**config.mk**
```make
export PLATFORM = sky130hd
export DESIGN_NAME = pipe_hazard_ctrl
export DESIGN_NICKNAME = d
export VERILOG_FILES = /design/src/rtl/pipe_hazard_ctrl.sv
export SDC_FILE = /design/constraint.sdc
export NUM_CORES = 1
export LEC_CHECK = 0
export BUFFER_PORTS_ARGS = -buffer_cell sky130_fd_sc_hd__buf_2
export CAP_MARGIN = 20
export CORE_MARGIN = 10
export CORE_UTILIZATION = 40
export DETAILED_ROUTE_END_ITERATION = 8
export GPL_ROUTABILITY_DRIVEN = 0
export GPL_TIMING_DRIVEN = 0
export HOLD_SLACK_MARGIN = 0.05
export MAX_ROUTING_LAYER = met4
export PLACE_DENSITY_LB_ADDON = 0.12
export REMOVE_ABC_BUFFERS = 1
export SYNTH_ARGS = -nofsm -noshare
export SYNTH_HDL_FRONTEND = slang
export SYNTH_SLANG_ARGS = --single-unit
export TNS_END_PERCENT = 30
```
**constraint.sdc**
```tcl
create_clock -name clock -period 4.3 [get_ports clock]
set_input_delay 0.86 -clock clock [delete_from_list [all_inputs] [get_ports clock]]
set_output_delay 0.86 -clock clock [all_outputs]
set_load 0.01 [all_outputs]
```
**src/rtl/pipe_hazard_ctrl.sv**
```systemverilog
// pipe_hazard_ctrl: fetch/decode/execute sequencing controller.
// Produces PC / IF_ID / ID_EX enables, bubble and flush controls, keeps a
// per-register pending-write scoreboard for RAW stalls, and redirects the
// front end on taken branches.
// Optional build macro: HAZ_WB_BYPASS_EN -- a source cleared by the same-cycle
// writeback is forwarded and does not stall.
module pipe_hazard_ctrl #(
    parameter int REG_AW    = 5,
    parameter int NUM_REGS  = 32,
    parameter int FLUSH_CYC = 1,
    parameter int CNT_W     = 16
) (
    input  logic              clock,
    input  logic              reset,
    input  logic              id_valid,
    input  logic [REG_AW-1:0] id_rs1,
    input  logic [REG_AW-1:0] id_rs2,
    input  logic              id_use_rs1,
    input  logic              id_use_rs2,
    input  logic [REG_AW-1:0] id_rd,
    input  logic              id_we,
    input  logic              ex_busy,
    input  logic              ex_br_taken,
    input  logic              wb_we,
    input  logic [REG_AW-1:0] wb_rd,
    output logic              pc_we,
    output logic              if_id_we,
    output logic              if_id_flush,
    output logic              id_ex_we,
    output logic              id_ex_bubble,
    output logic              issue,
    output logic [CNT_W-1:0]  stall_cnt,
    output logic [CNT_W-1:0]  flush_cnt
);

    typedef enum logic {
        RUN   = 1'b0,
        FLUSH = 1'b1
    } state_t;

    localparam logic [2:0]       FCNT_INIT = 3'(FLUSH_CYC - 1);
    localparam logic [CNT_W-1:0] CNT_ONE   = CNT_W'(1);

    state_t              state_q, state_d;
    logic [2:0]          fcnt_q, fcnt_d;
    logic [NUM_REGS-1:0] pend_q, pend_d;
    logic [CNT_W-1:0]    stall_q, stall_d;
    logic [CNT_W-1:0]    flushc_q, flushc_d;

    logic [NUM_REGS-1:0] clr_vec;
    logic [NUM_REGS-1:0] set_vec;
    logic [NUM_REGS-1:0] pend_src;
    logic                hazard;

    assign stall_cnt = stall_q;
    assign flush_cnt = flushc_q;

    // Writeback clear vector and the pending view used for hazard detection
    always_comb begin
        clr_vec = '0;
        if (wb_we && (wb_rd != '0)) begin
            clr_vec[wb_rd] = 1'b1;
        end
`ifdef HAZ_WB_BYPASS_EN
        pend_src = pend_q & ~clr_vec;
`else
        pend_src = pend_q;
`endif
        hazard = id_valid &&
                 ((id_use_rs1 && pend_src[id_rs1] && (id_rs1 != '0)) ||
                  (id_use_rs2 && pend_src[id_rs2] && (id_rs2 != '0)));
    end

    // Pipeline control outputs, priority busy > branch > flush > hazard > run
    always_comb begin
        pc_we        = 1'b0;
        if_id_we     = 1'b0;
        if_id_flush  = 1'b0;
        id_ex_we     = 1'b0;
        id_ex_bubble = 1'b0;
        issue        = 1'b0;
        if (!reset && !ex_busy) begin
            if (ex_br_taken) begin
                pc_we        = 1'b1;
                if_id_we     = 1'b1;
                if_id_flush  = 1'b1;
                id_ex_bubble = 1'b1;
            end else if (state_q == FLUSH) begin
                pc_we        = 1'b1;
                if_id_we     = 1'b1;
                id_ex_bubble = 1'b1;
            end else if (hazard) begin
                id_ex_bubble = 1'b1;
            end else begin
                pc_we        = 1'b1;
                if_id_we     = 1'b1;
                id_ex_we     = id_valid;
                id_ex_bubble = ~id_valid;
                issue        = id_valid;
            end
        end
    end

    // Next-state: FSM, flush counter, saturating counters, scoreboard
    always_comb begin
        state_d  = state_q;
        fcnt_d   = fcnt_q;
        stall_d  = stall_q;
        flushc_d = flushc_q;
        set_vec  = '0;
        if (!ex_busy) begin
            if (ex_br_taken) begin
                state_d = (FLUSH_CYC > 1) ? FLUSH : RUN;
                fcnt_d  = FCNT_INIT;
                if (flushc_q != '1) begin
                    flushc_d = flushc_q + CNT_ONE;
                end
            end else if (state_q == FLUSH) begin
                // fcnt_q holds the FLUSH cycles still to run, this one included
                if (fcnt_q <= 3'd1) begin
                    state_d = RUN;
                end else begin
                    fcnt_d = fcnt_q - 3'd1;
                end
            end else if (hazard) begin
                if (stall_q != '1) begin
                    stall_d = stall_q + CNT_ONE;
                end
            end else if (id_valid && id_we && (id_rd != '0)) begin
                set_vec[id_rd] = 1'b1;
            end
        end
        // Clear first so a same-cycle set on the same register wins
        pend_d    = (pend_q & ~clr_vec) | set_vec;
        pend_d[0] = 1'b0;
    end

    // State registers with synchronous reset
    always_ff @(posedge clock) begin
        if (reset) begin
            state_q  <= RUN;
            fcnt_q   <= '0;
            pend_q   <= '0;
            stall_q  <= '0;
            flushc_q <= '0;
        end else begin
            state_q  <= state_d;
            fcnt_q   <= fcnt_d;
            pend_q   <= pend_d;
            stall_q  <= stall_d;
            flushc_q <= flushc_d;
        end
    end

endmodule

```
==> results.cfg, run 1 <==
[synth]
synth-edff-count = 0
avgSynthCellArea_um2 = 8.60
synthFlopType = sky130_fd_sc_hd__dfxtp_1
yosys_warnings = 0
synth_seq_area_share = 0.337
syn-cell-area_um2 = 3980
synthesis.instances = 462
async_reset_ff_frac = 0
yosys.cell_types.count = 54
yosys_register_bits = 67

[power_and_ir_drop]
report.power.total_mw = 1.28
ir_worst_vdd_mv = 0.153
leakage_nw = 1.65
pwr_density_cell_nw_per_um2 = 279

[clocking]
holdBufCountCts = 0
clk_root_buffer_cell = sky130_fd_sc_hd__clkbuf_8
clock-sinks = 67
cts_made_buffers = 9
cts.path.max_buffers = 2
insertion_delay_ns = 0.34
clkSlewWorstSetupHoldPaths_ns = 0.07
h-tree-depth = 3
resized_gates_after_cts = 0
cts_tree = built
cts_setup_buffers = 2

[route]
routed_wire_length_per_instance_um = 16.8
drt-initial-drc-count = 153
num_vias = 3644
wl_um = 11000
detail_route.first_pass.iterations = 4
remaining_drc_errors = 0
ant_nets = 0
vias_per_cell = 5.57

[setup_path]
cpMostUsedCell = sky130_fd_sc_hd__buf_2
timing.critical_path.arrival_ns = 3.29
r2r_setup_slack_ns = 1.58
crit_path_max_incr_delay_ns = 0.61
reg_to_reg_startpoint = stall_cnt[3]
timing.critical_path.required_ns = 3.44
crit_path_end_kind = primary output
critPathSlowestCell = sky130_fd_sc_hd__mux4_1
rr_worst_depth = 6
worstSetupStartpointType = input pin
critical_path.max_fanout = 16
capture_instance_of_the_worst_register_to_register_path = stall_cnt[6]
path_cells = buf_2 > mux4_1 > mux2i_1 > nand3b_1 > a311oi_4 > buf_4 > buf_8 > nand2_1 > nor3_1 > buf_2
timing_worst_setup_path_type = input pin to primary output

[floorplan]
die_height_um = 120
initial_core_util = 0.409
die-area_um2 = 14300
dieWidth_um = 120
design.core.area_um2 = 9730
floorplan.rows = 36
ioPinCount = 67

[timing]
totalNegativeSetupSlack_ns = 0
worst_clock_skew_ns = 0.0146
timing.max_slew.rel_slack = 0.366
hold_violations = 0
rsz0062_at_grt = false
clock.fmax_ghz = 0.241
setup_viol = 0
final-max-slew-violation-count = 0
final.min_clock_period_ns = 4.15
min_period_over_period = 0.964
worst-slew-pin-transition_ns = 0.951

[min_path]
hold-path-endpoint = fcnt_q[2]
timing.hold.worst_path_depth = 2
min-delay-start = fcnt_q[2]
worstHoldPathType = register to register

[global_route]
grt_overflow_total = 0
vias_in_the_first_global_route = 3565
grt_start_max_net_pins = 52
grt_antenna_before_repair = 0
grt_pass1_wl_um = 18100
global_route.usage.total = 0.158

[layout]
antenna_cells = 0
finish.utilization = 0.472
stdcell_area_um2 = 4590
layout.cells.most_common = sky130_fd_sc_hd__dfxtp_1
layout.cells.most_common_list = 67 x sky130_fd_sc_hd__dfxtp_1, 66 x sky130_fd_sc_hd__buf_2, 40 x sky130_fd_sc_hd__nand2_1
final_nets = 550
num-fill-cells = 1020
layout-drive-gt1-share = 0.213
areaGrowthSynthToFinish_pct = 15.6

[placement]
placement.cell_area_um2 = 4370
io_buffers = 66
place_hpwl_um = 7970

[outcome]
status = complete, no violations

[job]
cap_violations = 0
## critical path, delay by kind of cell
kind	cells	cell delay (ns)
AO/OA/AOI/OAI	1	0.31
multiplexers	2	0.84
AND/OR/NAND/NOR	3	0.48
buffers and inverters	4	0.77
## Yosys cell counts, drive strengths merged, types with 10 or more instances
library cell	number	share of area
nor3	10	0.013
clkbuf	12	0.011
mux4	12	0.071
o31ai	17	0.032
nand3	29	0.038
nand2	40	0.038
or4	11	0.021
dfxtp	67	0.34
inv	11	0.010
nor2b	26	0.041
buf	15	0.026
nor2	34	0.032
xnor2	11	0.024
nand3b	22	0.045
a21oi	19	0.024
o21ai	45	0.057
## layout make-up
cell class	instances	area, um2	share of cell area
sequential	67	1340	0.292
inverter	11	41.3	0.00899
multi-input combinational	358	2470	0.538
clock buffer	13	159	0.0346
tap	133	166	0.0362
timing repair buffer	70	380	0.0828
clock inverter	2	35.0	0.00763
## sequential cells by signal (all words and copies together), names as in the netlist
name and cells:
stall_cnt 16, state_q 1, pend_q 31, fcnt_q 3
flush_cnt 16
## kinds of logic after synthesis
logic type	synth area share
compound gates	0.152
buf+inv	0.0482
xor+xnor	0.0308
mux	0.109
fa+ha+maj	0.0126
flops	0.337
simple gates	0.310
## routing by layer
layer / vias to the layer above / routed length (um) / GRT usage / share of wire
met5: - / 0 / - / 0
met4: 0 / 103 / 0.0551 / 0.0094
met3: 10 / 481 / 0.0277 / 0.044
met2: 87 / 5190 / 0.242 / 0.47
met1: 1728 / 5210 / 0.205 / 0.47
li1: 1819 / - / - / -
## power by group
part | total [mW] | internal, mW | switching [mW]
clock network | 0.527 | 0.296 | 0.231
logic | 0.131 | 0.0469 | 0.0841
registers | 0.624 | 0.622 | 0.00203
total | 1.28 | 0.965 | 0.317
## worst max path at each step
stage / startpoint / endpoint / slack [ns]
after detailed placement: id_rs1[1] / pc_we / -0.12
after global routing: id_rs1[1] / id_ex_we / 0.02
after floorplan: id_rs1[2] / id_ex_we / 0.19
final: id_rs1[1] / id_ex_we / 0.15
after global placement: id_rs2[1] / pc_we / -0.35
after CTS: id_rs1[1] / pc_we / 0.15
## metrics by stage
stage          std cells  hold slack, ns  setup WS, ns
2_1_floorplan        435           0.439         0.193
3_3_place_gp         634           0.467        -0.350
3_5_place_dp         636           0.478        -0.117
4_1_cts              654           0.486         0.153
5_1_grt              654           0.518        0.0157
6_report             654           0.481         0.154
Power figures use the tool's default switching activity.
==> run 2: changes to the inputs <==
--- a/config.mk
+++ b/config.mk
@@ -14,7 +14,7 @@
 export GPL_TIMING_DRIVEN = 0
 export HOLD_SLACK_MARGIN = 0.05
 export MAX_ROUTING_LAYER = met4
-export PLACE_DENSITY_LB_ADDON = 0.12
+export PLACE_DENSITY_LB_ADDON = 0.3
 export REMOVE_ABC_BUFFERS = 1
 export SYNTH_ARGS = -nofsm -noshare
 export SYNTH_HDL_FRONTEND = slang
==> results.cfg, run 2 (synthesized netlist as in run 1, its figures left out) <==
[layout]
top_register = pend_q
layout-drive-gt1-share = 0.218
largest_reg_flops = 31
areaGrowthSynthToFinish_pct = 15.5
layout.cells.most_common = sky130_fd_sc_hd__dfxtp_1
final_nets = 550
antenna_cells = 0
layout.cells.most_common_list = 67 x sky130_fd_sc_hd__dfxtp_1, 66 x sky130_fd_sc_hd__buf_2, 40 x sky130_fd_sc_hd__nand2_1
finish.utilization = 0.472
stdcell_area_um2 = 4590
num-fill-cells = 989

[timing]
clock.fmax_ghz = 0.248
final.min_clock_period_ns = 4.03
rsz0062_at_grt = false
final-max-slew-violation-count = 0
min_period_over_period = 0.936
hold_violations = 0
worst-slew-pin-transition_ns = 0.879
setup_viol = 0
worst_clock_skew_ns = 0.00999
timing.max_slew.rel_slack = 0.411

[route]
wl_um = 10600
num_vias = 3624
ant_nets = 0
drt-initial-drc-count = 167
detail_route.first_pass.iterations = 4
remaining_drc_errors = 0
routed_wire_length_per_instance_um = 16.1
vias_per_cell = 5.53

[clocking]
clkSlewWorstSetupHoldPaths_ns = 0.07
cts.path.max_buffers = 2
h-tree-depth = 3
clk_root_buffer_cell = sky130_fd_sc_hd__clkbuf_8
cts_made_buffers = 9
cts_tree = built
clock-sinks = 67
holdBufCountCts = 0
insertion_delay_ns = 0.35

[global_route]
grt_overflow_total = 0
vias_in_the_first_global_route = 3554
global_route.usage.total = 0.147
grt_start_max_net_pins = 50
grt_antenna_before_repair = 0
grt_pass1_wl_um = 17300

[setup_path]
cpMostUsedCell = sky130_fd_sc_hd__buf_2
rr_worst_depth = 7
critPathLaunch = id_rs1[1]
crit_path_max_incr_delay_ns = 0.60
critPathSlowestCell = sky130_fd_sc_hd__mux4_1
worstSetupStartpointType = input pin
timing_worst_setup_path_type = input pin to primary output
timing.critical_path.arrival_ns = 3.17
critical_path.max_fanout = 23
r2r_setup_slack_ns = 1.57
reg_to_reg_startpoint = stall_cnt[3]
capture_instance_of_the_worst_register_to_register_path = stall_cnt[7]
crit_path_end_kind = primary output
destination_of_the_critical_timing_path = id_ex_we
timing.critical_path.required_ns = 3.44
path_cells = buf_2 > mux4_1 > mux2i_1 > nand3_1 > a311oi_4 > buf_4 > buf_8 > nand2_1 > nor3_1 > buf_2

[power_and_ir_drop]
pwr_density_cell_nw_per_um2 = 280
leakage_nw = 1.65
ir_worst_vdd_mv = 0.136

[floorplan]
die-area_um2 = 14300
dieWidth_um = 120
initial_core_util = 0.409
ioPinCount = 67
design.core.area_um2 = 9730
die_height_um = 120
floorplan.rows = 36

[placement]
place_hpwl_um = 7760
io_buffers = 66
placement.cell_area_um2 = 4370

[job]
cap_violations = 0

[min_path]
worstHoldPathType = register to register

[outcome]
status = complete, no violations
## run 2: changes by cell type in the layout (fill, tap and decap cells not counted)
cell and delta:
sky130_fd_sc_hd__clkbuf_1 -2, sky130_fd_sc_hd__clkinvlp_4 +2, sky130_fd_sc_hd__a311oi_2 -1, sky130_fd_sc_hd__buf_6 +1, sky130_fd_sc_hd__clkbuf_8 -1, sky130_fd_sc_hd__clkinv_2 +1, sky130_fd_sc_hd__inv_6 +1, sky130_fd_sc_hd__o31ai_2 +1
sky130_fd_sc_hd__o31ai_4 -1
## run 2: power by group
part / internal, mW / total [mW] / switching, mW
combinational: 0.0463 / 0.126 / 0.0799
sequential: 0.622 / 0.624 / 0.00221
clock: 0.283 / 0.536 / 0.253
## run 2: what timing repair did
| action | 4_1_cts | 5_1_grt |
|---|---|---|
| gates resized for setup | 0 | 0 |
| endpoints found under the hold margin | 0 | 0 |
| endpoints found under the setup margin | 4 | 0 |
| setup buffers | 2 | 0 |
## run 2: how the worst min path moves through the flow
| stage | startpoint | end | slack [ns] | cells past startpoint |
|---|---|---|---|---|
| floorplan | state_q | state_q | 0.44 | 2 |
| global placement | state_q | state_q | 0.47 | 2 |
| detailed placement | state_q | state_q | 0.47 | 2 |
| CTS | state_q | state_q | 0.48 | 2 |
| global route | flush_cnt[1] | flush_cnt[1] | 0.52 | 2 |
| finish | state_q | state_q | 0.48 | 2 |
## run 2: layout make-up
class                           count  area, um2  share of cell area
Multi-Input combinational cell    357       2450               0.533
Sequential cell                    67       1340               0.292
Timing Repair Buffer               71        392              0.0853
Tap cell                          133        166              0.0363
Clock buffer                       10        138              0.0300
Clock inverter                      6       63.8              0.0139
Inverter                           11       41.3             0.00900
## run 2: worst max-delay path: cells and delay by family
family,cells,cell delay (ns)
AOI/OAI and AO/OA,1,0.27
muxes,2,0.79
buffers and inverters,4,0.81
and+or+nand+nor,3,0.43
## run 2: through the flow
step           cells  setup WS (ns)  hold slack, ns  total power [mW]  setup TNS, ns
3_5_place_dp     637       -0.00940           0.466             0.763        -0.0184
2_1_floorplan    435          0.193           0.439             0.694              0
4_1_cts          655          0.271           0.475              1.30              0
5_1_grt          655          0.128           0.519              1.33              0
6_report         655          0.274           0.476              1.29              0
3_3_place_gp     634         -0.328           0.466             0.754          -1.50
## run 2: metal layers
metal,wire length [um],track usage,part of all wire,vias up
met5,0,-,0,-
met4,111,0.0490,0.011,0
met3,392,0.0216,0.037,12
met2,5100,0.240,0.48,84
met1,4960,0.183,0.47,1719
li1,-,-,-,1809
